**config.mk**
```make
export PLATFORM = sky130hd
export DESIGN_NAME = chan_fifo_ctrl
export DESIGN_NICKNAME = d
export VERILOG_FILES = /design/src/rtl/chan_fifo_ctrl.sv
export SDC_FILE = /design/constraint.sdc
export NUM_CORES = 1
export LEC_CHECK = 0
export CORE_ASPECT_RATIO = 1.1
export CORE_MARGIN = 2
export CORE_UTILIZATION = 30
export DETAILED_ROUTE_END_ITERATION = 10
export DONT_BUFFER_PORTS = 1
export MAX_ROUTING_LAYER = met4
export RECOVER_POWER = 25
export SYNTH_ARGS = -nofsm -noshare
export SYNTH_HDL_FRONTEND = slang
export SYNTH_SLANG_ARGS = --single-unit
```
**constraint.sdc**
```tcl
create_clock -name clock -period 7.6 [get_ports clock]
set_input_delay 1.52 -clock clock [delete_from_list [all_inputs] [get_ports clock]]
set_output_delay 1.52 -clock clock [all_outputs]
set_load 0.05 [all_outputs]
```
**src/rtl/chan_fifo_ctrl.sv**
```systemverilog
// chan_fifo_ctrl: valid/ready channel FIFO over an external 1-cycle-read dual-port RAM with a 2-entry output skid
module chan_fifo_ctrl #(
  parameter int ADDR_WIDTH = 3,
  parameter int DATA_WIDTH = 32,
  parameter int DEPTH = 1 << ADDR_WIDTH
) (
  input  logic                  clock,
  input  logic                  rst,
  input  logic                  write_valid,
  output logic                  write_ready,
  input  logic [DATA_WIDTH-1:0] write_data,
  output logic                  read_valid,
  input  logic                  read_ready,
  output logic [DATA_WIDTH-1:0] read_data,
  output logic [ADDR_WIDTH+1:0] count,
  output logic                  ram_write_en,
  output logic [ADDR_WIDTH-1:0] ram_write_addr,
  output logic [DATA_WIDTH-1:0] ram_input_data,
  output logic [ADDR_WIDTH-1:0] ram_read_addr,
  input  logic [DATA_WIDTH-1:0] ram_output_data
);
  localparam logic [ADDR_WIDTH:0] FULL = (ADDR_WIDTH+1)'(DEPTH);
  logic [ADDR_WIDTH:0] wr_ptr, rd_ptr, mem_cnt;
  logic fetch_pend, push, pop, fetch;
  logic [1:0] occ, occ_a;
  logic [2:0] demand;
  logic [DATA_WIDTH-1:0] skid [2];
  always_comb begin
    mem_cnt = wr_ptr - rd_ptr;
    write_ready = !rst && (mem_cnt != FULL);
    push = write_valid && write_ready;
    read_valid = occ != 2'd0;
    pop = read_valid && read_ready;
    demand = {1'b0, occ} + {2'b0, fetch_pend} - {2'b0, pop};
    fetch = (mem_cnt != '0) && (demand < 3'd2);
    occ_a = occ - {1'b0, pop};
    count = {1'b0, mem_cnt} + {{(ADDR_WIDTH+1){1'b0}}, fetch_pend} + {{ADDR_WIDTH{1'b0}}, occ};
    read_data = skid[0];
    ram_write_en = push;
    ram_write_addr = wr_ptr[ADDR_WIDTH-1:0];
    ram_input_data = write_data;
    ram_read_addr = rd_ptr[ADDR_WIDTH-1:0];
  end
  always_ff @(posedge clock) begin
    if (rst) begin
      wr_ptr <= '0;
      rd_ptr <= '0;
      fetch_pend <= 1'b0;
      occ <= 2'd0;
    end else begin
      wr_ptr <= wr_ptr + (ADDR_WIDTH+1)'(push);
      rd_ptr <= rd_ptr + (ADDR_WIDTH+1)'(fetch);
      fetch_pend <= fetch;
      occ <= occ_a + {1'b0, fetch_pend};
      skid[0] <= (fetch_pend && occ_a == 2'd0) ? ram_output_data : pop ? skid[1] : skid[0];
      skid[1] <= (fetch_pend && occ_a != 2'd0) ? ram_output_data : skid[1];
    end
  end
endmodule

```
# After elaboration in Yosys (flattened, before gate mapping)

Memory sizes are Yosys's and may differ from the RTL's.
Cells that the tools add are included.

Add/subtract/negate cells: 9
Mux-type cells: 4
Reduce and logical (&&, ||, !) cells: 11
$lt $le $gt $ge: 1
Equal/unequal tests: 1

Operators by type and width:

| kind                 | number |
|---|---|
| $mux W32             | 3 |
| $add A4 B1 Y4        | 2 |
| $logic_and A1 B1 Y1  | 6 |
| $add A4 B1 Y5        | 1 |
| $add A5 B2 Y5        | 1 |
| $ne A4 B4 Y1 const B | 1 |
| $reduce_bool A2 Y1   | 2 |
| $reduce_bool A4 Y1   | 1 |
| $sub A4 B4 Y4        | 1 |
| $add A2 B1 Y3        | 1 |
| $lt A3 B2 Y1 const B | 1 |
| $sub A3 B1 Y3        | 1 |
| $add A2 B1 Y2        | 1 |
| $logic_not A2 Y1     | 1 |
| $sub A2 B1 Y2        | 1 |
| $logic_not A1 Y1     | 1 |
| $mux W1              | 1 |

Input bits: 68
RAM bits: 64
Output and inout bits: 78
Memories: 1
Word-level logic and storage cells: 31
Register bits: 11

Memory list:

| name | depth | bits a word | rd ports | clocked after Yosys merged registers in | wr ports | line | source |
|---|---|---|---|---|---|---|---|
| skid | 2     | 32          | 2        | 0                                       | 2        | 27   | `logic [DATA_WIDTH-1:0] skid [2];` |

# Logic depth before layout (Yosys ltp)

Gate-level depths: netlist of the first run.

Depth in word-level cells: 6
Mapped depth: 13
Mapped depth without buffers: 13

# Worst setup path before layout of the first run

OpenSTA, ideal clock, no wires.

Path kind: input to register
From: input port read_ready
To: memory skid[1][0] (netlist: skid[0][32]) (enable)
Buffers on the path: 0
Slack: 2482 ps
Library setup time: 468 ps
Cell stages on the path: 6
Data arrival time: 4650 ps
Data required time: 7132 ps
Path through: and2_1 -> ha_1 -> inv_1 -> ha_1 -> nor2_4 -> nor3b_1

RTL lines:

| item        | line | source |
|---|---|---|
| from (decl) | 13   | `input logic read_ready,` |
| to (decl)   | 27   |  |

# Worst setup path after layout of the first run

From: register wr_ptr[0]
To: output port count[3]

Word-level cells in the longest chain between the ends: 3

Ends and longest elaborated chain:

| item                   | line | source |
|---|---|---|
| from (decl)            | 23   | `logic [ADDR_WIDTH:0] wr_ptr, rd_ptr, mem_cnt;` |
| from (signal assigned) | 51   | `wr_ptr <= wr_ptr + (ADDR_WIDTH+1)'(push);` |
| $sub A4 B4 Y4          | 29   | `mem_cnt = wr_ptr - rd_ptr;` |
| $add A4 B1 Y5          | 37   | `count = {1'b0, mem_cnt} + {{(ADDR_WIDTH+1){1'b0}}, fetch_pend} + {{ADDR_WIDTH{1'b0}}, occ};` |
| $add A5 B2 Y5          | 37   |  |
| to (decl)              | 15   | `output logic [ADDR_WIDTH+1:0] count,` |

No other way between the ends.

==> flow_metrics.py, run 1 <==
metrics = {
    "run_status": {
        "outcome": "finished, final reports clean",
    },
    "synth": {
        "register_bit_count_reported_by_yosys": 75,
        "net_count_after_synthesis": 334,
        "netlist-cell-type-count": 31,
        "syn_inst": 251,
        "async_reset_ff_share_pct": 0,
        "synthesis.area_mm2": 0.003775,
        "synth_warnings": 0,
        "synth_edf_count": 64,
        "post_synth.cell_area_avg_um2": 15.04,
        "synth.yosys.seq_area_share_pct": 56.75,
        "synth-main-ff-cell": "sky130_fd_sc_hd__edfxtp_1",
    },
    "floorplan": {
        "initial_core_util_pct": 31.10,
        "die_height_um": 121.7,
        "core_area_mm2": 0.01214,
        "floorplan.die_area_mm2": 0.01350,
        "floorplan.rows": 42,
        "die_width_um": 111.0,
        "ios": 146,
    },
    "finish": {
        "area.growth.synth_to_final_pct": -2.287,
        "layout-drive-gt1-share_pct": 29.38,
        "layout.nets": 273,
        "diodes": 0,
        "mostFrequentLayoutCells": "sky130_fd_sc_hd__edfxtp_1 (64), sky130_fd_sc_hd__mux2_4 (30), sky130_fd_sc_hd__ha_1 (11), sky130_fd_sc_hd__dfxtp_1 (11)",
        "layout.cells.most_common": "sky130_fd_sc_hd__edfxtp_1",
        "layout.cell_area.non_filler_mm2": 0.003689,
        "stdcell_count": 348,
        "nFillCells": 1183,
    },
    "clock_tree": {
        "tritoncts.num_buffers": 9,
        "cts_max_level": 3,
        "hold_buffers": 0,
        "post_cts_buffers": 0,
        "insertion_delay_ns": 0.33,
        "cts-root-buf": "sky130_fd_sc_hd__clkbuf_16",
        "tritoncts_num_sinks": 75,
        "tritoncts": "done",
        "clockBufferDepth": 2,
        "cts_resized": 0,
        "clkTransAtPathRegs_ns": 0.06,
    },
    "power_and_ir_drop": {
        "leakage_uw": 0.001381,
        "total_power_uw": 1674,
        "netSwitchingFraction_pct": 40.01,
        "ir_worst_vdd_mv": 0.3349,
        "power.sequential.fraction_pct": 44.2,
        "power.density_mw_per_mm2": 453.8,
        "pwr-share-clk_pct": 24.2,
        "cellInternalPower_uw": 1004,
        "combinational_group_share_of_total_power_pct": 31.6,
        "switchingPower_uw": 669.7,
    },
    "detailed_routing": {
        "route.detailed.vias_per_inst": 4.302,
        "postRouteWirelength_mm": 5.877,
        "starting_drc_count_in_detailed_routing": 44,
        "routed_wire_length_per_instance_um": 16.89,
        "drtPass1Iterations": 3,
        "antenna_violating_nets_left": 0,
        "post-route-drc-count": 0,
        "routed-via-count": 1497,
    },
    "hold_path": {
        "whs_path_depth": 1,
        "hp-start": "skid[0][44]$_DFFE_PP_",
        "worst_hold_path_type": "register to register",
    },
    "sta": {
        "rsz0062_at_grt": "false",
        "finalClockSkew_ns": 0.005028,
        "max_freq_mhz": 210.9,
        "post-route-worst-setup-slack_ns": 2.858,
        "report.final.slew_viol_count": 0,
        "fin_crit_sh_pct": 62.40,
        "finalSetupViolCount": 0,
        "hold_viol_final": 0,
        "timing.slew.headroom_pct": 22.89,
        "tns_ns": 0,
        "tightestPinTransition_ns": 1.148,
        "finalWorstPathRequiredPeriod_ns": 4.742,
    },
    "worst_setup_path": {
        "r2r_start": "occ[1]$_SDFF_PP0_",
        "startpoint_type": "register",
        "critPathArrivalTime_ns": 3.22,
        "worst_setup_path_startpoint": "wr_ptr[0]$_SDFF_PP0_",
        "chain_of_cells_forming_the_critical_path": "inv_1 > ha_1 > inv_1 > fa_1 > ha_1 > a21oi_1 > nor2_1 > xnor2_1",
        "max_stage_delay_ns": 0.89,
        "worst_setup_path_end_kind": "output port",
        "cp_max_fo": 3,
        "cp_data_required_time_ns": 6.08,
        "r2r.worst_path.cells": 8,
        "worstSetupPathType": "register to output port",
        "crit_path_top_delay_cell": "sky130_fd_sc_hd__xnor2_1",
    },
    "flow_run": {
        "cap_viol_max_count": 0,
    },
    "placement": {
        "place.port_buffers": 0,
        "post_dp_cell_area_mm2": 0.003406,
        "dpl.hpwl_mm": 4.219,
        "globalplace.congestion": 0.7719,
        "dp_slack_ns": 3.212,
        "placed_cells_incl_taps": 333,
    },
    "grt": {
        "global_route.usage.total_pct": 9.585,
        "antenna_found_initial": 0,
        "first_pass_grt_wire_length_mm": 9.294,
        "grt_pass1_vias": 1660,
        "globalRoute.totalOverflow": 0,
        "grt_max_degree": 33,
    },
}
[power by group through the flow]
| stage | clock network (µW) | registers (µW) | logic, µW |
|---|---|---|---|
| 6_report | 405 | 740 | 529 |
| 5_1_grt | 435 | 749 | 576 |
| 4_1_cts | 418 | 743 | 543 |
| 3_5_place_dp | 0 | 751 | 543 |
| 3_3_place_gp | 0 | 748 | 529 |
| 2_1_floorplan | 0 | 584 | 730 |
[routing by layer]
layer  wire length [µm]  part of all wire [%]  global-route usage (%)
met1               2306                    39                   10.29
met2               2905                    49                   14.61
met3                557                   9.5                   5.572
met4                108                   1.8                   3.906
met5                  0                     0                       -
[synthesized netlist by cell type, types with 3 or more instances]
library cell | n | area [µm²]
sky130_fd_sc_hd__fa_1 | 4 | 80.08
sky130_fd_sc_hd__inv_1 | 8 | 30.03
sky130_fd_sc_hd__xnor2_1 | 8 | 70.07
sky130_fd_sc_hd__ha_1 | 11 | 137.6
sky130_fd_sc_hd__edfxtp_1 | 64 | 1922
sky130_fd_sc_hd__a21oi_1 | 5 | 25.02
sky130_fd_sc_hd__dfxtp_1 | 11 | 220.2
sky130_fd_sc_hd__buf_4 | 70 | 525.5
sky130_fd_sc_hd__nor2_1 | 7 | 26.28
sky130_fd_sc_hd__buf_12 | 3 | 60.06
sky130_fd_sc_hd__nor2b_1 | 5 | 31.28
sky130_fd_sc_hd__mux2_4 | 30 | 450.4
sky130_fd_sc_hd__xor2_1 | 3 | 26.28
[final timing paths]
kind | slack (ns) | end
min reg2reg | 0.54 | skid[0][12]$_DFFE_PP_
max | 2.86 | count[3]
min | 0.54 | skid[0][12]$_DFFE_PP_
max reg2reg | 4.26 | skid[0][49]$_DFFE_PP_
[sequential cells by signal, summed over array words and instances, names as in the netlist]
register / flops
rd_ptr: 4
skid: 64
wr_ptr: 4
occ: 2
fetch_pend: 1
[per-stage QoR]
step                      hold slack (ns)  utilization, %
after floorplan                    0.5231               -
after global placement             0.5295           28.06
final                              0.5446           30.39
after global routing               0.5663           30.39
after detailed placement           0.5348           28.06
after CTS                          0.5480           30.39
[cell type report]
cell class / count / area, µm² / share of cell area, %
clock buffers: 9 / 225.2 / 6.106
clock inverters: 6 / 57.56 / 1.560
inverters: 9 / 33.78 / 0.9159
multi-input cells: 93 / 1022 / 27.71
flip-flops and latches: 75 / 2142 / 58.07
well taps: 154 / 192.7 / 5.224
repair buffers: 2 / 15.01 / 0.4071
[logic make-up after synthesis]
group | Yosys count | share of synthesized area, %
buffers and inverters | 83 | 16.51
flip-flops | 75 | 56.74
multiplexers | 32 | 12.53
AND/OR/NAND/NOR | 26 | 3.945
adder cells (fa/ha/maj) | 15 | 5.767
XOR/XNOR | 13 | 3.414
AO/OA/AOI/OAI | 7 | 1.094
[critical path: cells and delay by family (launching register included)]
family / cells / cell delay [ns]
xor gates and xnor gates: 1 / 0.89
buffers and inverters: 2 / 0.16
adders and majority gates: 3 / 0.98
and+or+nand+nor: 1 / 0.07
AOI/OAI and AO/OA: 1 / 0.13
DFF: 1 / 0.66
(Power assumes the default switching activity.)
==> run 2: changes to the inputs <==
- clock period: 7.6 -> 3.9 ns (I/O delays scaled with it)
==> run 2 against run 1 <==
Cell count grew 2.6%. Total power grew 110%. Sequential power grew 88%. Non-clock buffer count grew 9. Cell area grew 3.3%. Critical path type unchanged.
==> flow_metrics.py, run 2 (same netlist as run 1, synthesis figures left out) <==
metrics = {
    "run_status": {
        "outcome": "finished, final reports clean",
    },
    "floorplan": {
        "initial_core_util_pct": 31.10,
        "ios": 146,
        "die_width_um": 111.0,
        "die_height_um": 121.7,
        "floorplan.rows": 42,
        "floorplan.die_area_mm2": 0.01350,
        "core_area_mm2": 0.01214,
    },
    "placement": {
        "dpl.hpwl_mm": 4.038,
        "place.port_buffers": 0,
        "globalplace.congestion": 0.6851,
    },
    "sta": {
        "finalWorstPathRequiredPeriod_ns": 3.363,
        "rsz0062_at_grt": "false",
        "finalSetupViolCount": 0,
        "tns_ns": 0,
        "report.final.slew_viol_count": 0,
        "timing.slew.headroom_pct": 25.16,
        "tightestPinTransition_ns": 1.123,
        "fin_crit_sh_pct": 86.24,
        "hold_viol_final": 0,
        "max_freq_mhz": 297.3,
        "finalClockSkew_ns": 0.004735,
    },
    "clock_tree": {
        "tritoncts_num_sinks": 75,
        "cts_resized": 0,
        "cts_max_level": 3,
        "clockBufferDepth": 2,
        "clkTransAtPathRegs_ns": 0.06,
        "hold_buffers": 0,
        "post_cts_buffers": 0,
        "insertion_delay_ns": 0.33,
        "cts-root-buf": "sky130_fd_sc_hd__clkbuf_16",
        "tritoncts.num_buffers": 9,
        "tritoncts": "done",
    },
    "worst_setup_path": {
        "startpoint_type": "register",
        "r2r_start": "rd_ptr[2]$_SDFF_PP0_",
        "chain_of_cells_forming_the_critical_path": "buf_4 > inv_1 > ha_1 > a21oi_2 > nand2_2 > xnor2_1 > a21oi_1",
        "max_stage_delay_ns": 0.90,
        "crit_path_top_delay_cell": "sky130_fd_sc_hd__a21oi_1",
        "worst_setup_path_end_kind": "output port",
        "cp_max_fo": 4,
        "cp_data_required_time_ns": 3.12,
        "critPathArrivalTime_ns": 2.58,
        "path_buf_inv": 2,
        "crit_family": "compound AO/OA/AOI/OAI gates",
        "worst_setup_path_startpoint": "rd_ptr[2]$_SDFF_PP0_",
        "worstSetupPathType": "register to output port",
        "critical_path.reg2reg.endpoint": "wr_ptr[1]$_SDFF_PP0_",
        "r2r.worst_path.cells": 10,
        "reg2reg_setup_slack_ns": 0.88,
    },
    "detailed_routing": {
        "post-route-drc-count": 0,
        "drtPass1Iterations": 4,
        "starting_drc_count_in_detailed_routing": 41,
        "antenna_violating_nets_left": 0,
        "postRouteWirelength_mm": 5.884,
        "route.detailed.vias_per_inst": 4.297,
        "routed_wire_length_per_instance_um": 16.48,
        "routed-via-count": 1534,
    },
    "power_and_ir_drop": {
        "power.density_mw_per_mm2": 901.3,
        "leakage_uw": 0.001446,
        "ir_worst_vdd_mv": 0.3779,
    },
    "grt": {
        "globalRoute.totalOverflow": 0,
        "first_pass_grt_wire_length_mm": 8.942,
        "antenna_found_initial": 0,
        "grt_pass1_vias": 1616,
        "grt_max_degree": 33,
        "global_route.usage.total_pct": 9.436,
    },
    "finish": {
        "layout.nets": 282,
        "nFillCells": 1173,
        "top_regs": "skid (64), rd_ptr (4), wr_ptr (4)",
        "area.growth.synth_to_final_pct": 0.9280,
        "diodes": 0,
        "largest_reg_flops": 64,
        "multiInputGateArea_mm2": 0.001028,
        "layout-drive-gt1-share_pct": 32.51,
        "seqCellArea_mm2": 0.002142,
        "layout.cells.most_common": "sky130_fd_sc_hd__edfxtp_1",
        "mostFrequentLayoutCells": "sky130_fd_sc_hd__edfxtp_1 (64), sky130_fd_sc_hd__mux2_4 (30), sky130_fd_sc_hd__ha_1 (11), sky130_fd_sc_hd__dfxtp_1 (11), sky130_fd_sc_hd__buf_4 (11)",
        "max_flop_register": "skid",
        "postLayoutCoreUtil_pct": 31.39,
    },
    "hold_path": {
        "hp-start": "rst",
        "whs_path_depth": 1,
        "hold_path_end": "rd_ptr[1]$_SDFF_PP0_",
        "worst_hold_path_type": "primary input to register",
    },
    "flow_run": {
        "cap_viol_max_count": 0,
    },
}
==> run 2: changes by cell type in the layout (fill, tap and decap cells not counted) <==
cell / delta
sky130_fd_sc_hd__buf_4: +9
sky130_fd_sc_hd__nor3b_2: -1
sky130_fd_sc_hd__and2_1: +1
sky130_fd_sc_hd__clkinvlp_4: +1
sky130_fd_sc_hd__bufinv_16: +2
sky130_fd_sc_hd__clkinv_2: -3
sky130_fd_sc_hd__and2_0: -1
sky130_fd_sc_hd__clkinv_4: -1
sky130_fd_sc_hd__inv_1: -1
sky130_fd_sc_hd__inv_2: +1
sky130_fd_sc_hd__clkinv_1: +1
sky130_fd_sc_hd__nor3b_4: +1
==> run 2: area by class of cell <==
| cell class | count | area share [%] |
|---|---|---|
| clock inverters | 6 | 2.759 |
| flip-flops and latches | 75 | 56.22 |
| inverters | 9 | 0.8867 |
| well taps | 154 | 5.057 |
| repair buffers | 11 | 2.167 |
| multi-input cells | 93 | 27.00 |
| clock buffers | 9 | 5.911 |
==> run 2: power breakdown <==
group / total, µW / internal (µW) / switching [µW]
logic: 1120 / 432 / 687
registers: 1390 / 1080 / 314
clock network: 927 / 616 / 310
==> run 2: worst max-delay path by stage <==
stage,depth (start not counted),end,slack [ns]
after floorplan,8,skid[0][0]$_DFFE_PP_,0.34
after global placement,12,rd_ptr[1]$_SDFF_PP0_,0.91
after detailed placement,13,rd_ptr[2]$_SDFF_PP0_,0.87
after CTS,7,ram_write_en,0.52
after global routing,6,ram_write_en,0.37
final,7,ram_write_en,0.54
==> run 2: per-stage QoR <==
| stage | instance area [µm²] | worst slack [ns] | total power [µW] | hold WS, ns | std cells |
|---|---|---|---|---|---|
| finish | 3810 | 0.5367 | 3434 | 0.5106 | 357 |
| global route | 3810 | 0.3692 | 3612 | 0.4971 | 357 |
| CTS | 3810 | 0.5200 | 3493 | 0.4954 | 357 |
| floorplan | 3780 | 0.3376 | 2560 | 0.5231 | 251 |
| global placement | 3480 | 0.9121 | 2526 | 0.5291 | 342 |
| detailed placement | 3480 | 0.8685 | 2550 | 0.5312 | 342 |
==> run 2: layer usage <==
layer | global-route usage [%] | part of all wire, % | routed length [µm] | up-vias
li1 | - | - | - | 694
met1 | 9.611 | 39 | 2279 | 733
met2 | 13.84 | 46 | 2736 | 88
met3 | 5.224 | 11 | 643 | 19
met4 | 6.641 | 3.8 | 224 | 0
met5 | - | 0 | 0 | -
